### src/rtl/axicb_mst_switch_wr_arb_if.sv
// Write-channel bundle between four master-side switches and one slave port.
// The slave modport is the switch itself; the master modport is its environment.
interface axicb_mst_switch_wr_arb_if #(
  parameter int AXI_ADDR_W = 8,
  parameter int AXI_ID_W   = 8,
  parameter int MST_NB     = 4,
  parameter int AWCH_W     = AXI_ADDR_W,
  parameter int WCH_W      = 8,
  parameter int BCH_W      = AXI_ID_W + 2
);
  logic [MST_NB-1:0]        i_awvalid;
  logic [MST_NB-1:0]        i_awready;
  logic [MST_NB*AWCH_W-1:0] i_awch;
  logic [MST_NB-1:0]        i_wvalid;
  logic [MST_NB-1:0]        i_wready;
  logic [MST_NB-1:0]        i_wlast;
  logic [MST_NB*WCH_W-1:0]  i_wch;
  logic [MST_NB-1:0]        i_bvalid;
  logic [MST_NB-1:0]        i_bready;
  logic [BCH_W-1:0]         i_bch;
  logic                     o_awvalid;
  logic                     o_awready;
  logic [AWCH_W-1:0]        o_awch;
  logic                     o_wvalid;
  logic                     o_wready;
  logic                     o_wlast;
  logic [WCH_W-1:0]         o_wch;
  logic                     o_bvalid;
  logic                     o_bready;
  logic [BCH_W-1:0]         o_bch;

  modport slave (
    input  i_awvalid, i_awch, i_wvalid, i_wlast, i_wch, i_bready,
    input  o_awready, o_wready, o_bvalid, o_bch,
    output i_awready, i_wready, i_bvalid, i_bch,
    output o_awvalid, o_awch, o_wvalid, o_wlast, o_wch, o_bready
  );

  modport master (
    output i_awvalid, i_awch, i_wvalid, i_wlast, i_wch, i_bready,
    output o_awready, o_wready, o_bvalid, o_bch,
    input  i_awready, i_wready, i_bvalid, i_bch,
    input  o_awvalid, o_awch, o_wvalid, o_wlast, o_wch, o_bready
  );
endinterface

### src/rtl/axicb_mst_switch_wr_arb.sv
// Slave-side AXI write switch: round-robin AW arbitration over four masters, W steered
// in AW grant order through a small FIFO, B routed back to the issuing master by ID.
module axicb_mst_switch_wr_arb #(
  parameter int                  AXI_ADDR_W    = 8,
  parameter int                  AXI_ID_W      = 8,
  parameter int                  MST_NB        = 4,
  parameter logic [AXI_ID_W-1:0] MST_ID_SEL    = 8'h30,
  parameter logic [AXI_ID_W-1:0] MST0_ID_MASK  = 8'h00,
  parameter logic [AXI_ID_W-1:0] MST1_ID_MASK  = 8'h10,
  parameter logic [AXI_ID_W-1:0] MST2_ID_MASK  = 8'h20,
  parameter logic [AXI_ID_W-1:0] MST3_ID_MASK  = 8'h30,
  parameter int                  WFIFO_DEPTH_W = 3,
  parameter int                  AWCH_W        = AXI_ADDR_W,
  parameter int                  WCH_W         = 8
) (
  input  logic                        aclk,
  input  logic                        srst,
  axicb_mst_switch_wr_arb_if.slave    bus
);

  typedef enum logic [0:0] {S_IDLE = 1'b0, S_BUSY = 1'b1} state_e;

  localparam int MST_W = $clog2(MST_NB);
  localparam int DEPTH = 1 << WFIFO_DEPTH_W;
  localparam logic [WFIFO_DEPTH_W:0] CNT_FULL = (WFIFO_DEPTH_W + 1)'(DEPTH);

  function automatic logic [AXI_ID_W-1:0] mst_mask(input logic [MST_W-1:0] n);
    logic [AXI_ID_W-1:0] m;
    case (n)
      2'd0:    m = MST0_ID_MASK;
      2'd1:    m = MST1_ID_MASK;
      2'd2:    m = MST2_ID_MASK;
      default: m = MST3_ID_MASK;
    endcase
    return m;
  endfunction

  state_e                   state_q, state_d;
  logic [MST_W-1:0]         grant_q, grant_d;
  logic [MST_W-1:0]         rr_ptr_q, rr_ptr_d;
  logic [MST_W-1:0]         fifo_q [DEPTH];
  logic [MST_W-1:0]         fifo_d [DEPTH];
  logic [WFIFO_DEPTH_W-1:0] wr_ptr_q, wr_ptr_d;
  logic [WFIFO_DEPTH_W-1:0] rd_ptr_q, rd_ptr_d;
  logic [WFIFO_DEPTH_W:0]   cnt_q, cnt_d;
  logic                     full_q, full_d;
  logic                     empty_q, empty_d;
  logic                     rst_dly_q, rst_dly_d;

  logic                     block_s;
  logic                     found_s;
  logic [MST_W-1:0]         pick_s, scan_s, head_s, b_sel_s;
  logic                     aw_valid_s, aw_push_s;
  logic [MST_NB-1:0]        aw_ready_s, w_ready_s, b_valid_s;
  logic                     w_valid_s, w_last_s, w_pop_s;
  logic                     b_hit_s, b_ready_s;
  logic [AXI_ID_W-1:0]      b_id_s;

  // Handshake outputs are held low during reset and for the cycle right after it.
  assign block_s = srst | rst_dly_q;
  assign head_s  = fifo_q[rd_ptr_q];
  assign b_id_s  = bus.o_bch[AXI_ID_W-1:0];

  // AW arbiter: pick in IDLE, hold the grant in BUSY until the slave accepts.
  always_comb begin
    state_d    = state_q;
    grant_d    = grant_q;
    rr_ptr_d   = rr_ptr_q;
    aw_valid_s = 1'b0;
    aw_ready_s = '0;
    aw_push_s  = 1'b0;
    found_s    = 1'b0;
    pick_s     = rr_ptr_q;
    scan_s     = rr_ptr_q;
    case (state_q)
      S_IDLE: begin
        for (int k = 0; k < MST_NB; k++) begin
          scan_s = rr_ptr_q + MST_W'(k);
          if (!found_s && bus.i_awvalid[scan_s]) begin
            found_s = 1'b1;
            pick_s  = scan_s;
          end else begin
            found_s = found_s;
          end
        end
        if (found_s) begin
          grant_d = pick_s;
          state_d = S_BUSY;
        end else begin
          state_d = S_IDLE;
        end
      end
      S_BUSY: begin
        aw_valid_s          = bus.i_awvalid[grant_q] & ~full_q & ~block_s;
        aw_ready_s[grant_q] = bus.o_awready & ~full_q & ~block_s;
        if (aw_valid_s && bus.o_awready) begin
          aw_push_s = 1'b1;
          rr_ptr_d  = grant_q + MST_W'(1);
          state_d   = S_IDLE;
        end else begin
          state_d   = S_BUSY;
        end
      end
      default: state_d = S_IDLE;
    endcase
  end

  // W steering from the FIFO head; the burst retires on its last beat.
  always_comb begin
    w_valid_s = 1'b0;
    w_last_s  = 1'b0;
    w_ready_s = '0;
    w_pop_s   = 1'b0;
    if (!empty_q && !block_s) begin
      w_valid_s         = bus.i_wvalid[head_s];
      w_last_s          = bus.i_wlast[head_s];
      w_ready_s[head_s] = bus.o_wready;
      w_pop_s           = w_valid_s & bus.o_wready & w_last_s;
    end else begin
      w_pop_s           = 1'b0;
    end
  end

  // Grant FIFO bookkeeping; full/empty are registered so AW never sees a same-cycle pop.
  always_comb begin
    fifo_d    = fifo_q;
    wr_ptr_d  = wr_ptr_q;
    rd_ptr_d  = rd_ptr_q;
    rst_dly_d = srst;
    if (aw_push_s) begin
      fifo_d[wr_ptr_q] = grant_q;
      wr_ptr_d         = wr_ptr_q + WFIFO_DEPTH_W'(1);
    end else begin
      wr_ptr_d         = wr_ptr_q;
    end
    if (w_pop_s) begin
      rd_ptr_d = rd_ptr_q + WFIFO_DEPTH_W'(1);
    end else begin
      rd_ptr_d = rd_ptr_q;
    end
    case ({aw_push_s, w_pop_s})
      2'b10:   cnt_d = cnt_q + (WFIFO_DEPTH_W + 1)'(1);
      2'b01:   cnt_d = cnt_q - (WFIFO_DEPTH_W + 1)'(1);
      default: cnt_d = cnt_q;
    endcase
    full_d  = (cnt_d == CNT_FULL);
    empty_d = (cnt_d == '0);
  end

  // B routing by ID; lowest matching master wins, unmatched responses are sunk.
  always_comb begin
    b_hit_s   = 1'b0;
    b_sel_s   = '0;
    b_valid_s = '0;
    b_ready_s = 1'b0;
    for (int n = MST_NB - 1; n >= 0; n--) begin
      if ((b_id_s & MST_ID_SEL) == mst_mask(MST_W'(n))) begin
        b_hit_s = 1'b1;
        b_sel_s = MST_W'(n);
      end else begin
        b_hit_s = b_hit_s;
      end
    end
    if (block_s) begin
      b_ready_s = 1'b0;
    end else if (b_hit_s) begin
      b_valid_s[b_sel_s] = bus.o_bvalid;
      b_ready_s          = bus.i_bready[b_sel_s];
    end else begin
      b_ready_s = 1'b1;
    end
  end

  // State registers with synchronous reset.
  always_ff @(posedge aclk) begin
    if (srst) begin
      state_q   <= S_IDLE;
      grant_q   <= '0;
      rr_ptr_q  <= '0;
      wr_ptr_q  <= '0;
      rd_ptr_q  <= '0;
      cnt_q     <= '0;
      full_q    <= 1'b0;
      empty_q   <= 1'b1;
      rst_dly_q <= 1'b1;
      for (int i = 0; i < DEPTH; i++) fifo_q[i] <= '0;
    end else begin
      state_q   <= state_d;
      grant_q   <= grant_d;
      rr_ptr_q  <= rr_ptr_d;
      wr_ptr_q  <= wr_ptr_d;
      rd_ptr_q  <= rd_ptr_d;
      cnt_q     <= cnt_d;
      full_q    <= full_d;
      empty_q   <= empty_d;
      rst_dly_q <= rst_dly_d;
      fifo_q    <= fifo_d;
    end
  end

  assign bus.o_awvalid = aw_valid_s;
  assign bus.i_awready = aw_ready_s;
  assign bus.o_awch    = bus.i_awch[grant_q * AWCH_W +: AWCH_W];
  assign bus.o_wvalid  = w_valid_s;
  assign bus.o_wlast   = w_last_s;
  assign bus.i_wready  = w_ready_s;
  assign bus.o_wch     = bus.i_wch[head_s * WCH_W +: WCH_W];
  assign bus.i_bvalid  = b_valid_s;
  assign bus.o_bready  = b_ready_s;
  assign bus.i_bch     = bus.o_bch;

endmodule

### src/flat_wrapper.sv
// flat-port wrapper written by rule: the top's interface ports become plain ports
module axicb_mst_switch_wr_arb_flat 
#(
  parameter int                  AXI_ADDR_W    = 8,
  parameter int                  AXI_ID_W      = 8,
  parameter int                  MST_NB        = 4,
  parameter logic [AXI_ID_W-1:0] MST_ID_SEL    = 8'h30,
  parameter logic [AXI_ID_W-1:0] MST0_ID_MASK  = 8'h00,
  parameter logic [AXI_ID_W-1:0] MST1_ID_MASK  = 8'h10,
  parameter logic [AXI_ID_W-1:0] MST2_ID_MASK  = 8'h20,
  parameter logic [AXI_ID_W-1:0] MST3_ID_MASK  = 8'h30,
  parameter int                  WFIFO_DEPTH_W = 3,
  parameter int                  AWCH_W        = AXI_ADDR_W,
  parameter int                  WCH_W         = 8
)
  (aclk, srst, bus_i_awvalid, bus_i_awch, bus_i_wvalid, bus_i_wlast, bus_i_wch, bus_i_bready, bus_o_awready, bus_o_wready, bus_o_bvalid, bus_o_bch, bus_i_awready, bus_i_wready, bus_i_bvalid, bus_i_bch, bus_o_awvalid, bus_o_awch, bus_o_wvalid, bus_o_wlast, bus_o_wch, bus_o_bready);
  axicb_mst_switch_wr_arb_if #(.AXI_ADDR_W(AXI_ADDR_W), .AXI_ID_W(AXI_ID_W), .MST_NB(MST_NB), .AWCH_W(AWCH_W), .WCH_W(WCH_W)) bus_i ();
  input  logic aclk;
  input  logic srst;
  input wire logic [$bits(bus_i.i_awvalid)-1:0] bus_i_awvalid;
  input wire logic [$bits(bus_i.i_awch)-1:0] bus_i_awch;
  input wire logic [$bits(bus_i.i_wvalid)-1:0] bus_i_wvalid;
  input wire logic [$bits(bus_i.i_wlast)-1:0] bus_i_wlast;
  input wire logic [$bits(bus_i.i_wch)-1:0] bus_i_wch;
  input wire logic [$bits(bus_i.i_bready)-1:0] bus_i_bready;
  input wire logic [$bits(bus_i.o_awready)-1:0] bus_o_awready;
  input wire logic [$bits(bus_i.o_wready)-1:0] bus_o_wready;
  input wire logic [$bits(bus_i.o_bvalid)-1:0] bus_o_bvalid;
  input wire logic [$bits(bus_i.o_bch)-1:0] bus_o_bch;
  output wire logic [$bits(bus_i.i_awready)-1:0] bus_i_awready;
  output wire logic [$bits(bus_i.i_wready)-1:0] bus_i_wready;
  output wire logic [$bits(bus_i.i_bvalid)-1:0] bus_i_bvalid;
  output wire logic [$bits(bus_i.i_bch)-1:0] bus_i_bch;
  output wire logic [$bits(bus_i.o_awvalid)-1:0] bus_o_awvalid;
  output wire logic [$bits(bus_i.o_awch)-1:0] bus_o_awch;
  output wire logic [$bits(bus_i.o_wvalid)-1:0] bus_o_wvalid;
  output wire logic [$bits(bus_i.o_wlast)-1:0] bus_o_wlast;
  output wire logic [$bits(bus_i.o_wch)-1:0] bus_o_wch;
  output wire logic [$bits(bus_i.o_bready)-1:0] bus_o_bready;
  assign bus_i.i_awvalid = bus_i_awvalid;
  assign bus_i.i_awch = bus_i_awch;
  assign bus_i.i_wvalid = bus_i_wvalid;
  assign bus_i.i_wlast = bus_i_wlast;
  assign bus_i.i_wch = bus_i_wch;
  assign bus_i.i_bready = bus_i_bready;
  assign bus_i.o_awready = bus_o_awready;
  assign bus_i.o_wready = bus_o_wready;
  assign bus_i.o_bvalid = bus_o_bvalid;
  assign bus_i.o_bch = bus_o_bch;
  assign bus_i_awready = bus_i.i_awready;
  assign bus_i_wready = bus_i.i_wready;
  assign bus_i_bvalid = bus_i.i_bvalid;
  assign bus_i_bch = bus_i.i_bch;
  assign bus_o_awvalid = bus_i.o_awvalid;
  assign bus_o_awch = bus_i.o_awch;
  assign bus_o_wvalid = bus_i.o_wvalid;
  assign bus_o_wlast = bus_i.o_wlast;
  assign bus_o_wch = bus_i.o_wch;
  assign bus_o_bready = bus_i.o_bready;
  axicb_mst_switch_wr_arb #(.AXI_ADDR_W(AXI_ADDR_W), .AXI_ID_W(AXI_ID_W), .MST_NB(MST_NB), .MST_ID_SEL(MST_ID_SEL), .MST0_ID_MASK(MST0_ID_MASK), .MST1_ID_MASK(MST1_ID_MASK), .MST2_ID_MASK(MST2_ID_MASK), .MST3_ID_MASK(MST3_ID_MASK), .WFIFO_DEPTH_W(WFIFO_DEPTH_W), .AWCH_W(AWCH_W), .WCH_W(WCH_W)) u_core (.aclk(aclk), .srst(srst), .bus(bus_i));
endmodule
### config.mk
export PLATFORM = sky130hd
export DESIGN_NAME = axicb_mst_switch_wr_arb_flat
export DESIGN_NICKNAME = d
export VERILOG_FILES = /design/src/rtl/axicb_mst_switch_wr_arb_if.sv /design/src/rtl/axicb_mst_switch_wr_arb.sv /design/src/flat_wrapper.sv
export SDC_FILE = /design/constraint.sdc
export NUM_CORES = 1
export LEC_CHECK = 0
export BUFFER_PORTS_ARGS = -buffer_cell sky130_fd_sc_hd__buf_2
export CELL_PAD_IN_SITES_DETAIL_PLACEMENT = 1
export CELL_PAD_IN_SITES_GLOBAL_PLACEMENT = 2
export CORE_MARGIN = 2
export CORE_UTILIZATION = 26
export CTS_CLUSTER_SIZE = 40
export DETAILED_ROUTE_END_ITERATION = 7
export GPL_ROUTABILITY_DRIVEN = 0
export PLACE_DENSITY = 0.9
export SLEW_MARGIN = 10
export SYNTH_ARGS = -nofsm -noshare
export SYNTH_HDL_FRONTEND = slang
export SYNTH_SLANG_ARGS = --single-unit
### constraint.sdc
create_clock -name aclk -period 5.42 [get_ports aclk]
set_input_delay 0 -clock aclk [delete_from_list [all_inputs] [get_ports aclk]]
set_output_delay 0 -clock aclk [all_outputs]
set_load 0.01 [all_outputs]
==> run_results.csv, run 1 <==
group,metric,value,unit
run_status,outcome,"complete, no violations",
worst_setup_path,endpoint_kind,"register",
floorplan,fp.coreArea,0.00920,mm2
worst_setup_path,worst_path_max_delay_cell,"mux4_1",
synthesis,syn_nets,374,
clock_tree,cts.hold.buffers_added,0,
synthesis,yosysSeqAreaShare,0.278,
clock_tree,cts_buffers,5,
route,routed_wl,7020,um
clock_tree,cts_tree,"yes",
worst_setup_path,reg2reg_to,"u_core.empty_q$_SDFF_PP1_",
timing,slew_headroom,0.356,
clock_tree,cts.sinks,34,
clock_tree,path_clk_slew,0.07,ns
worst_setup_path,path_class,"register to register",
timing,period_share,0.737,
grt,grt_overflow,0,
placed_design,hpwl,5590,um
grt,grt_usage,0.134,
timing,setup_viol,0,
clock_tree,insertion_delay,0.28,ns
floorplan,die-area,0.0102,mm2
route,antenna_left,0,
timing,finalMaxSlewViolations,0,
worst_setup_path,critPathCapture,"u_core.empty_q$_SDFF_PP1_",
worst_setup_path,rr_worst_depth,13,
placed_design,port_buffers,120,
timing,fin_skew,0.00609,ns
grt,grt_max_degree,38,
synthesis,ys_ff_latch,34,
power,vdd_drop_max,105,uV
power,power_density,190,mW/mm2
route,drt_iter0_drc,84,
route,wire_per_inst,14.6,um
worst_setup_path,startpoint,"u_core.rd_ptr_q[1]$_SDFFE_PP0P_",
floorplan,die_h,101,um
finish,diodes,0,
run,maxCapViolations,0,
timing,period_needed,3.99,ns
floorplan,rows,35,
synthesis,synth_cell_types,38,
grt,grt_pass1_vias,2364,
clock_tree,cts_setup_buffers,0,
synthesis,ys_warn_count,0,
synthesis,synthCells,269,
worst_setup_path,path_delay_family,"multiplexers",
synthesis,async_reset_ff_frac,0,
route,drc,0,
worst_setup_path,cp.buffers_inverters,1,
floorplan,start_util,0.267,
synthesis,avgSynthCellArea,9.12,um2
grt,antenna_found_initial,0,
timing,finalHoldViolations,0,
clock_tree,cts_htree_levels,2,
route,vias_per_cell,4.94,
timing,rsz0062_at_grt,"no",
worst_setup_path,startpoint_type,"register",
timing,finalSetupTns,0,ns
route,drtPass1Iterations,6,
worst_setup_path,rrSetupSlack,1.43,ns
synthesis,synth_edf_count,0,
worst_setup_path,cpPeakStageDelay,0.89,ns
worst_setup_path,cp.arrival,4.16,ns
grt,grt_pass1_wl,11000,um
worst_setup_path,crit_top_cell,"a21oi_1",
power,power.total,597,uW
worst_setup_path,required,5.59,ns
clock_tree,cts_root_buffer,"clkbuf_8",
worst_setup_path,path_max_fanout,22,
synthesis,synthFlopType,"dfxtp_1",
synthesis,synth_area,0.00245,mm2
floorplan,io_pins,137,
clock_tree,clockBufferDepth,2,
finish,drive_above_1_share,0.414,
timing,max_freq,250,MHz
route,vias,2375,
floorplan,dieWidth,101,um
worst_setup_path,path_cells,"mux2i_1 > mux4_1 > mux4_1 > nand4_4 > inv_1 > ha_1 > ha_1 > a21o_1 > a21oi_1 > xnor2_1 > or3_1 > a21oi_1 > a21oi_1",
finish,nNetsFinal,475,
clock_tree,cts_resized,0,
min_path,hp-class,"primary input to output pin",
power,p_leak,0.00141,uW
worst_setup_path,cp.depth,13,
timing,worst_pin_slew,0.967,ns
finish,area_growth,28.2,%
worst_setup_path,r2r_start,"u_core.rd_ptr_q[1]$_SDFFE_PP0P_",
[power breakdown]
part           switching, uW  leakage [uW]  total (uW)  internal [uW]
Combinational           45.1       0.00108         101           56.2
Clock                   89.5     0.0000573         237            147
Sequential              6.56      0.000275         259            253
[state kept, by name (all words and copies together) (netlist names)]
signal / count
u_core.rd_ptr_q: 3
u_core.rr_ptr_q: 2
u_core.grant_q: 2
u_core.rst_dly_q: 1
u_core.full_q: 1
u_core.cnt_q: 4
u_core.fifo_q: 16
u_core.empty_q: 1
u_core.wr_ptr_q: 3
u_core.state_q: 1
[metal layers]
metal / track usage / vias to the layer above / routed length [um]
met2: 0.231 / 128 / 3230
met5: 0 / - / 0
met1: 0.167 / 1089 / 3000
li1: - / 1145 / -
met4: 0.0322 / 0 / 85
met3: 0.0374 / 13 / 707
[cell families (layout without fill, tap and decap cells)]
kind of cell,Yosys count,count (layout),share of synthesized area
xor+xnor,6,6,0.0214
buf+inv,37,138,0.0837
mux,51,51,0.287
fa+ha+maj,10,10,0.0541
compound gates,39,39,0.0862
flops,34,34,0.278
simple gates,92,92,0.190
[how the worst min path moves through the flow]
stage | depth (start not counted) | slack (ns) | from | end
after floorplan | 0 | 0.03 | srst | u_core.rst_dly_q$_DFF_P_
final | 0 | 0.00001 | bus_o_bch[7] | bus_i_bch[7]
after CTS | 0 | 0.00007 | bus_o_bch[8] | bus_i_bch[8]
after detailed placement | 0 | 0.00007 | bus_o_bch[8] | bus_i_bch[8]
after global placement | 0 | 0.00007 | bus_o_bch[8] | bus_i_bch[8]
after global routing | 0 | 0.00003 | bus_o_bch[9] | bus_i_bch[9]
[final cells by class]
cell class	count	area, um2
Clock buffer	6	82.6
Inverter	10	37.5
Timing Repair Buffer	121	608
Tap cell	111	139
Clock inverter	1	30.0
Sequential cell	34	681
Fill cell	1133	6050
Multi-Input combinational cell	198	1570
[cell usage after synthesis (2+ instances only)]
master    count  area share
xor2_1        4       0.014
a21oi_1      24       0.049
inv_1         9       0.014
and2_1        3      0.0077
nor2_1       42       0.064
nor3_1        4      0.0082
and3_1        7       0.018
mux4_1        2       0.021
ha_1          9       0.046
buf_2         2      0.0041
nand2_1      14       0.021
buf_4        13       0.040
mux2i_1      29        0.12
nor3b_1       6       0.018
o21ai_0      10       0.020
clkbuf_1      7       0.011
mux2_2        8       0.037
or3_1         3      0.0077
nor4b_1       2      0.0071
xnor2_1       2      0.0071
buf_6         2      0.0092
dfxtp_1      34        0.28
mux4_2       12        0.11
nor2b_1       5       0.013
buf_1         3      0.0046
[worst register-to-register path: stages, from the launching register on]
cell and delay [ns]:
dfxtp_1 0.53, mux2i_1 0.23, mux4_1 0.89, mux4_1 0.48, nand4_4 0.16, inv_1 0.05
ha_1 0.22, ha_1 0.29, a21o_1 0.17, a21oi_1 0.16, xnor2_1 0.10, or3_1 0.34
a21oi_1 0.18, a21oi_1 0.06
[per-stage QoR]
step           cells  area [um2]  setup slack (ns)  hold slack, ns   util
3_3_place_gp     474        3030              1.53       0.0000749  0.330
3_5_place_dp     474        3030              1.37       0.0000749  0.330
6_report         481        3140              1.43       0.0000135  0.342
5_1_grt          481        3140              1.10       0.0000306  0.342
4_1_cts          481        3140              1.35       0.0000749  0.342
2_1_floorplan    269        2450              2.06          0.0277      -
[placed cells by master, fill, tap and decap left out]
| master | instances |
|---|---|
| a211o_1 | 1 |
| a211oi_1 | 1 |
| a21o_1 | 1 |
| a21oi_1 | 24 |
| a31oi_1 | 1 |
| and2_1 | 3 |
| and3_1 | 7 |
| buf_2 | 120 |
| buf_4 | 1 |
| bufinv_16 | 1 |
| clkbuf_8 | 6 |
| dfxtp_1 | 34 |
| fa_1 | 1 |
| ha_1 | 9 |
| inv_1 | 9 |
| inv_2 | 1 |
| mux2_2 | 8 |
| mux2i_1 | 29 |
| mux4_1 | 2 |
| mux4_2 | 12 |
| nand2_1 | 14 |
| nand3_1 | 1 |
| nand4_4 | 1 |
| nor2_1 | 42 |
| nor2b_1 | 5 |
| nor3_1 | 4 |
| nor3b_1 | 6 |
| nor4_1 | 1 |
| nor4b_1 | 2 |
| nor4b_2 | 1 |
| o21ai_0 | 10 |
| o221a_2 | 1 |
| or2_2 | 1 |
| or3_1 | 3 |
| or4_1 | 1 |
| xnor2_1 | 2 |
| xor2_1 | 4 |
Power figures use the tool's default switching activity.
==> run 2: changes to the inputs <==
--- a/config.mk
+++ b/config.mk
@@ -9,11 +9,11 @@
 export CELL_PAD_IN_SITES_DETAIL_PLACEMENT = 1
 export CELL_PAD_IN_SITES_GLOBAL_PLACEMENT = 2
 export CORE_MARGIN = 2
-export CORE_UTILIZATION = 26
+export CORE_UTILIZATION = 24
 export CTS_CLUSTER_SIZE = 40
 export DETAILED_ROUTE_END_ITERATION = 7
 export GPL_ROUTABILITY_DRIVEN = 0
-export PLACE_DENSITY = 0.9
+export PLACE_DENSITY = 0.84
 export SLEW_MARGIN = 10
 export SYNTH_ARGS = -nofsm -noshare
 export SYNTH_HDL_FRONTEND = slang
==> constraint.sdc (replaced) <==
create_clock -name aclk -period 4.2 [get_ports aclk]
set_input_delay 0 -clock aclk [delete_from_list [all_inputs] [get_ports aclk]]
set_output_delay 0 -clock aclk [all_outputs]
set_load 0.01 [all_outputs]
==> run_results.csv, run 2 (synthesis results as in run 1) <==
group,metric,value,unit
run_status,outcome,"complete, no violations",
finish,area_growth,30.6,%
worst_setup_path,path_class,"register to register",
timing,period_share,0.919,
floorplan,fp.coreArea,0.00986,mm2
clock_tree,cts_buffers,5,
route,routed_wl,6850,um
timing,setup_viol,0,
floorplan,io_pins,137,
floorplan,dieWidth,105,um
clock_tree,cts_tree,"yes",
power,intPower,576,uW
finish,final_util,0.325,
route,drc,0,
timing,hold_ws,0.00000447,ns
grt,busiest_layer,"met2",
power,seqPwrFrac,0.428,
run,maxCapViolations,0,
grt,grt_usage,0.123,
worst_setup_path,required,4.39,ns
clock_tree,cts_resized,0,
worst_setup_path,endpoint_kind,"register",
finish,largest_reg_flops,16,
clock_tree,cts.hold.buffers_added,0,
finish,reg_top3,"u_core.fifo_q (16), u_core.cnt_q (4)",
power,power_frac_clock,0.394,
clock_tree,path_clk_slew,0.07,ns
finish,nNetsFinal,479,
grt,grtUsageMet1,0.149,
route,vias_per_cell,4.57,
finish,drive_above_1_share,0.421,
clock_tree,cts_root_buffer,"clkbuf_8",
grt,grt_pass1_vias,2446,
power,pwr-share-comb,0.178,
placed_design,port_buffers,120,
grt,grt_pass1_wl,11300,um
timing,finalMaxSlewViolations,0,
clock_tree,cts_htree_levels,2,
power,p_leak,0.00143,uW
timing,fin_ws,0.342,ns
grt,gr-usage-met3,0.0405,
floorplan,rows,36,
floorplan,die_h,105,um
timing,period_needed,3.86,ns
clock_tree,insertion_delay,0.29,ns
placed_design,hpwl,5450,um
worst_setup_path,cp.arrival,4.05,ns
worst_setup_path,path_max_fanout,20,
timing,rsz0062_at_grt,"no",
route,drtPass1Iterations,4,
route,drt_iter0_drc,85,
floorplan,die-area,0.0110,mm2
clock_tree,cts.sinks,34,
route,vias,2322,
power,power_density,240,mW/mm2
min_path,hp-class,"primary input to output pin",
power,switchingPower,194,uW
worst_setup_path,startpoint_type,"register",
route,antenna_left,0,
timing,fin_skew,0.00808,ns
timing,worst_pin_slew,0.710,ns
floorplan,start_util,0.249,
clock_tree,cts_setup_buffers,0,
timing,max_freq,259,MHz
power,swShare,0.252,
grt,met2_usage,0.215,
finish,regMostFlops,"u_core.fifo_q",
route,wire_per_inst,13.5,um
timing,finalHoldViolations,0,
timing,slew_headroom,0.520,
finish,layout_common_cells,"buf_2, nor2_1, dfxtp_1",
grt,grt_overflow,0,
clock_tree,clockBufferDepth,2,
placed_design,pre_cts_ws,0.320,ns
timing,finalSetupTns,0,ns
grt,grt_max_degree,38,
power,vdd_drop_max,177,uV
finish,diodes,0,
grt,antenna_found_initial,0,
finish,final_common_cell,"buf_2",
==> run 2: power by group through the flow <==
stage               Clock, uW  Combinational, uW  Sequential [uW]
floorplan                   0               78.9              336
global placement            0                136              337
detailed placement          0                139              337
CTS                       315                139              330
global route              330                151              330
finish                    303                137              330
==> run 2: final cells by class <==
type	count	area [um2]
clock inverters	3	45.0
fillers	1204	6660
well taps	133	166
multi-input cells	198	1570
flip-flops and latches	34	681
inverters	10	37.5
clock buffers	5	68.8
repair buffers	125	638
==> run 2: worst max-delay path: stages (launching register included) <==
cell	delay [ns]
dfxtp_1	0.54
mux2i_1	0.23
mux4_2	0.51
mux4_1	0.68
nand4_4	0.16
inv_1	0.06
ha_1	0.23
ha_1	0.30
a21o_1	0.17
a21oi_1	0.17
xnor2_1	0.10
or3_1	0.34
a211oi_1	0.28
==> run 2: per-stage QoR <==
stage	total power, uW	instance area, um2	std cells
2_1_floorplan	415	2450	269
3_3_place_gp	473	3090	500
3_5_place_dp	476	3090	500
4_1_cts	784	3200	508
5_1_grt	812	3200	508
6_report	770	3200	508
==> run 2: path summary, 6_finish.rpt <==
path / slack (ns) / startpoint / cells past startpoint / endpoint
max: 0.34 / u_core.rd_ptr_q[0]$_SDFFE_PP0P_ / 12 / u_core.full_q$_SDFF_PP0_
min: 0.000004 / bus_o_bch[3] / 0 / bus_i_bch[3]
max reg2reg: 0.34 / u_core.rd_ptr_q[0]$_SDFFE_PP0P_ / 12 / u_core.full_q$_SDFF_PP0_
min reg2reg: 0.49 / u_core.fifo_q[0]$_SDFFE_PP0P_ / 2 / u_core.fifo_q[0]$_SDFFE_PP0P_
==> run 2: layer usage <==
| layer | share of wire | vias up |
|---|---|---|
| met4 | 0.0095 | 0 |
| met1 | 0.45 | 1055 |
| met2 | 0.46 | 104 |
| met5 | 0 | - |
| li1 | - | 1153 |
| met3 | 0.085 | 10 |
==> run 3: changes to the inputs <==
--- a/config.mk
+++ b/config.mk
@@ -5,6 +5,7 @@
 export SDC_FILE = /design/constraint.sdc
 export NUM_CORES = 1
 export LEC_CHECK = 0
+export ABC_CLOCK_PERIOD_IN_PS = 4200
 export BUFFER_PORTS_ARGS = -buffer_cell sky130_fd_sc_hd__buf_2
 export CELL_PAD_IN_SITES_DETAIL_PLACEMENT = 1
 export CELL_PAD_IN_SITES_GLOBAL_PLACEMENT = 2
@@ -13,6 +14,7 @@
 export CTS_CLUSTER_SIZE = 40
 export DETAILED_ROUTE_END_ITERATION = 7
 export GPL_ROUTABILITY_DRIVEN = 0
+export HOLD_SLACK_MARGIN = 0.08
 export PLACE_DENSITY = 0.84
 export SLEW_MARGIN = 10
 export SYNTH_ARGS = -nofsm -noshare
==> run_results.csv, run 3 (synthesis results as in run 1) <==
group,metric,value,unit
worst_setup_path,path_max_fanout,20,
floorplan,die_h,105,um
clock_tree,cts_root_buffer,"clkbuf_8",
finish,multi_input_area,0.00157,mm2
route,routed_wl,7040,um
clock_tree,cts_setup_buffers,0,
power,swShare,0.256,
finish,regArea,681,um2
clock_tree,cts_resized,0,
timing,finalMaxSlewViolations,0,
finish,final_util,0.335,
timing,period_share,0.919,
timing,fin_ws,0.342,ns
finish,final_common_cell,"buf_2",
placed_design,pre_cts_ws,0.320,ns
worst_setup_path,required,4.39,ns
finish,drive_above_1_share,0.410,
timing,fin_skew,0.00994,ns
worst_setup_path,path_cells,"mux2i_1 > mux4_2 > mux4_1 > nand4_4 > inv_1 > ha_1 > ha_1 > a21o_1 > a21oi_1 > xnor2_1 > or3_1 > a211oi_1",
timing,max_freq,259,MHz
route,vias,2371,
timing,setup_viol,0,
floorplan,rows,36,
grt,grt_pass1_vias,2485,
min_path,hp-class,"primary input to register",
clock_tree,cts_htree_levels,2,
worst_setup_path,path_class,"register to register",
route,drc,0,
clock_tree,cts_tree,"yes",
worst_setup_path,cpPeakStageDelay,0.68,ns
power,switchingPower,200,uW
route,drtPass1Iterations,4,
run_status,outcome,"complete, no violations",
finish,diodes,0,
route,wire_per_inst,13.6,um
power,power_density,237,mW/mm2
timing,finalSetupTns,0,ns
placed_design,hpwl,5450,um
power,vdd_drop_max,181,uV
finish,regMostFlops,"u_core.fifo_q",
grt,busiest_layer,"met2",
grt,grt_usage,0.126,
finish,reg_top3,"u_core.fifo_q (16), u_core.cnt_q (4)",
floorplan,fp.coreArea,0.00986,mm2
finish,largest_reg_flops,16,
worst_setup_path,cp.arrival,4.05,ns
power,intPower,582,uW
grt,grt_pass1_wl,11500,um
worst_setup_path,endpoint_kind,"register",
worst_setup_path,worst_path_max_delay_cell,"mux4_1",
floorplan,start_util,0.249,
worst_setup_path,rrSetupSlack,0.34,ns
timing,worst_pin_slew,0.705,ns
route,vias_per_cell,4.58,
worst_setup_path,r2r_start,"u_core.rd_ptr_q[0]$_SDFFE_PP0P_",
route,antenna_left,0,
grt,grt_max_degree,38,
worst_setup_path,path_delay_family,"multiplexers",
floorplan,dieWidth,105,um
timing,slew_headroom,0.523,
clock_tree,path_clk_slew,0.07,ns
worst_setup_path,cp.buffers_inverters,1,
min_path,min-delay-start,"bus_o_wready",
finish,fill_cells,1197,
grt,met2_usage,0.222,
route,drt_iter0_drc,83,
grt,gr-usage-met3,0.0418,
clock_tree,insertion_delay,0.30,ns
floorplan,io_pins,137,
worst_setup_path,startpoint_type,"register",
min_path,min_path_cells,4,
power,seqPwrFrac,0.421,
worst_setup_path,reg2reg_to,"u_core.full_q$_SDFF_PP0_",
timing,rsz0062_at_grt,"no",
finish,nNetsFinal,489,
clock_tree,cts.sinks,34,
power,p_leak,0.00147,uW
worst_setup_path,startpoint,"u_core.rd_ptr_q[0]$_SDFFE_PP0P_",
worst_setup_path,rr_worst_depth,12,
placed_design,port_buffers,120,
min_path,min_to,"u_core.rd_ptr_q[0]$_SDFFE_PP0P_",
grt,grt_overflow,0,
finish,layout_common_cells,"buf_2, nor2_1, dfxtp_1",
clock_tree,cts_buffers,5,
worst_setup_path,crit_top_cell,"ha_1",
run,maxCapViolations,0,
grt,antenna_found_initial,0,
finish,area_growth,34.7,%
timing,finalHoldViolations,0,
grt,grtUsageMet1,0.153,
floorplan,die-area,0.0110,mm2
power,pwr-share-comb,0.188,
clock_tree,clockBufferDepth,2,
power,power_frac_clock,0.390,
timing,period_needed,3.86,ns
## run 3: worst max path at each step
stage	end	slack, ns	depth (start not counted)
after global routing	u_core.empty_q$_SDFF_PP1_	0.04	13
after floorplan	u_core.empty_q$_SDFF_PP1_	0.84	15
after CTS	u_core.full_q$_SDFF_PP0_	0.29	12
final	u_core.full_q$_SDFF_PP0_	0.34	12
after detailed placement	u_core.empty_q$_SDFF_PP1_	0.32	13
after global placement	u_core.empty_q$_SDFF_PP1_	0.48	13
## run 3: stage by stage
stage	hold slack (ns)	total power (uW)	instance area [um2]	cells
floorplan	0.0277	415	2450	269
global placement	0.0000686	473	3090	500
detailed placement	0.0000686	476	3090	500
CTS	0.0929	794	3300	518
global route	0.113	823	3300	518
finish	0.0963	782	3300	518
## run 3: cell type report
cell class,instances,share of cell area
clock buffers,5,0.0208
repair buffers,135,0.223
inverters,10,0.0114
well taps,133,0.0504
flip-flops and latches,34,0.206
clock inverters,3,0.0136
multi-input cells,198,0.474
## run 3: power by group through the flow
| stage | Clock, uW | Combinational [uW] | Sequential, uW |
|---|---|---|---|
| 2_1_floorplan | 0 | 78.9 | 336 |
| 3_3_place_gp | 0 | 136 | 337 |
| 5_1_grt | 330 | 162 | 330 |
| 4_1_cts | 315 | 149 | 330 |
| 6_report | 305 | 147 | 330 |
| 3_5_place_dp | 0 | 139 | 337 |
## run 3: routing by layer
layer / part of all wire / routed length (um)
met5: 0 / 0
met4: 0.0036 / 25
met1: 0.44 / 3080
met2: 0.47 / 3310
met3: 0.088 / 618
## run 3: timing repair
item	4_1_cts	5_1_grt
hold buffers	10	0
hold endpoints to repair	9	0
endpoints found under the setup margin	0	0
## run 3: tightest hold or removal path, cell delays in order
cell,delay (ns)
buf_2,0.13
nand4_4,0.09
xor2_1,0.07
nor2_1,0.07
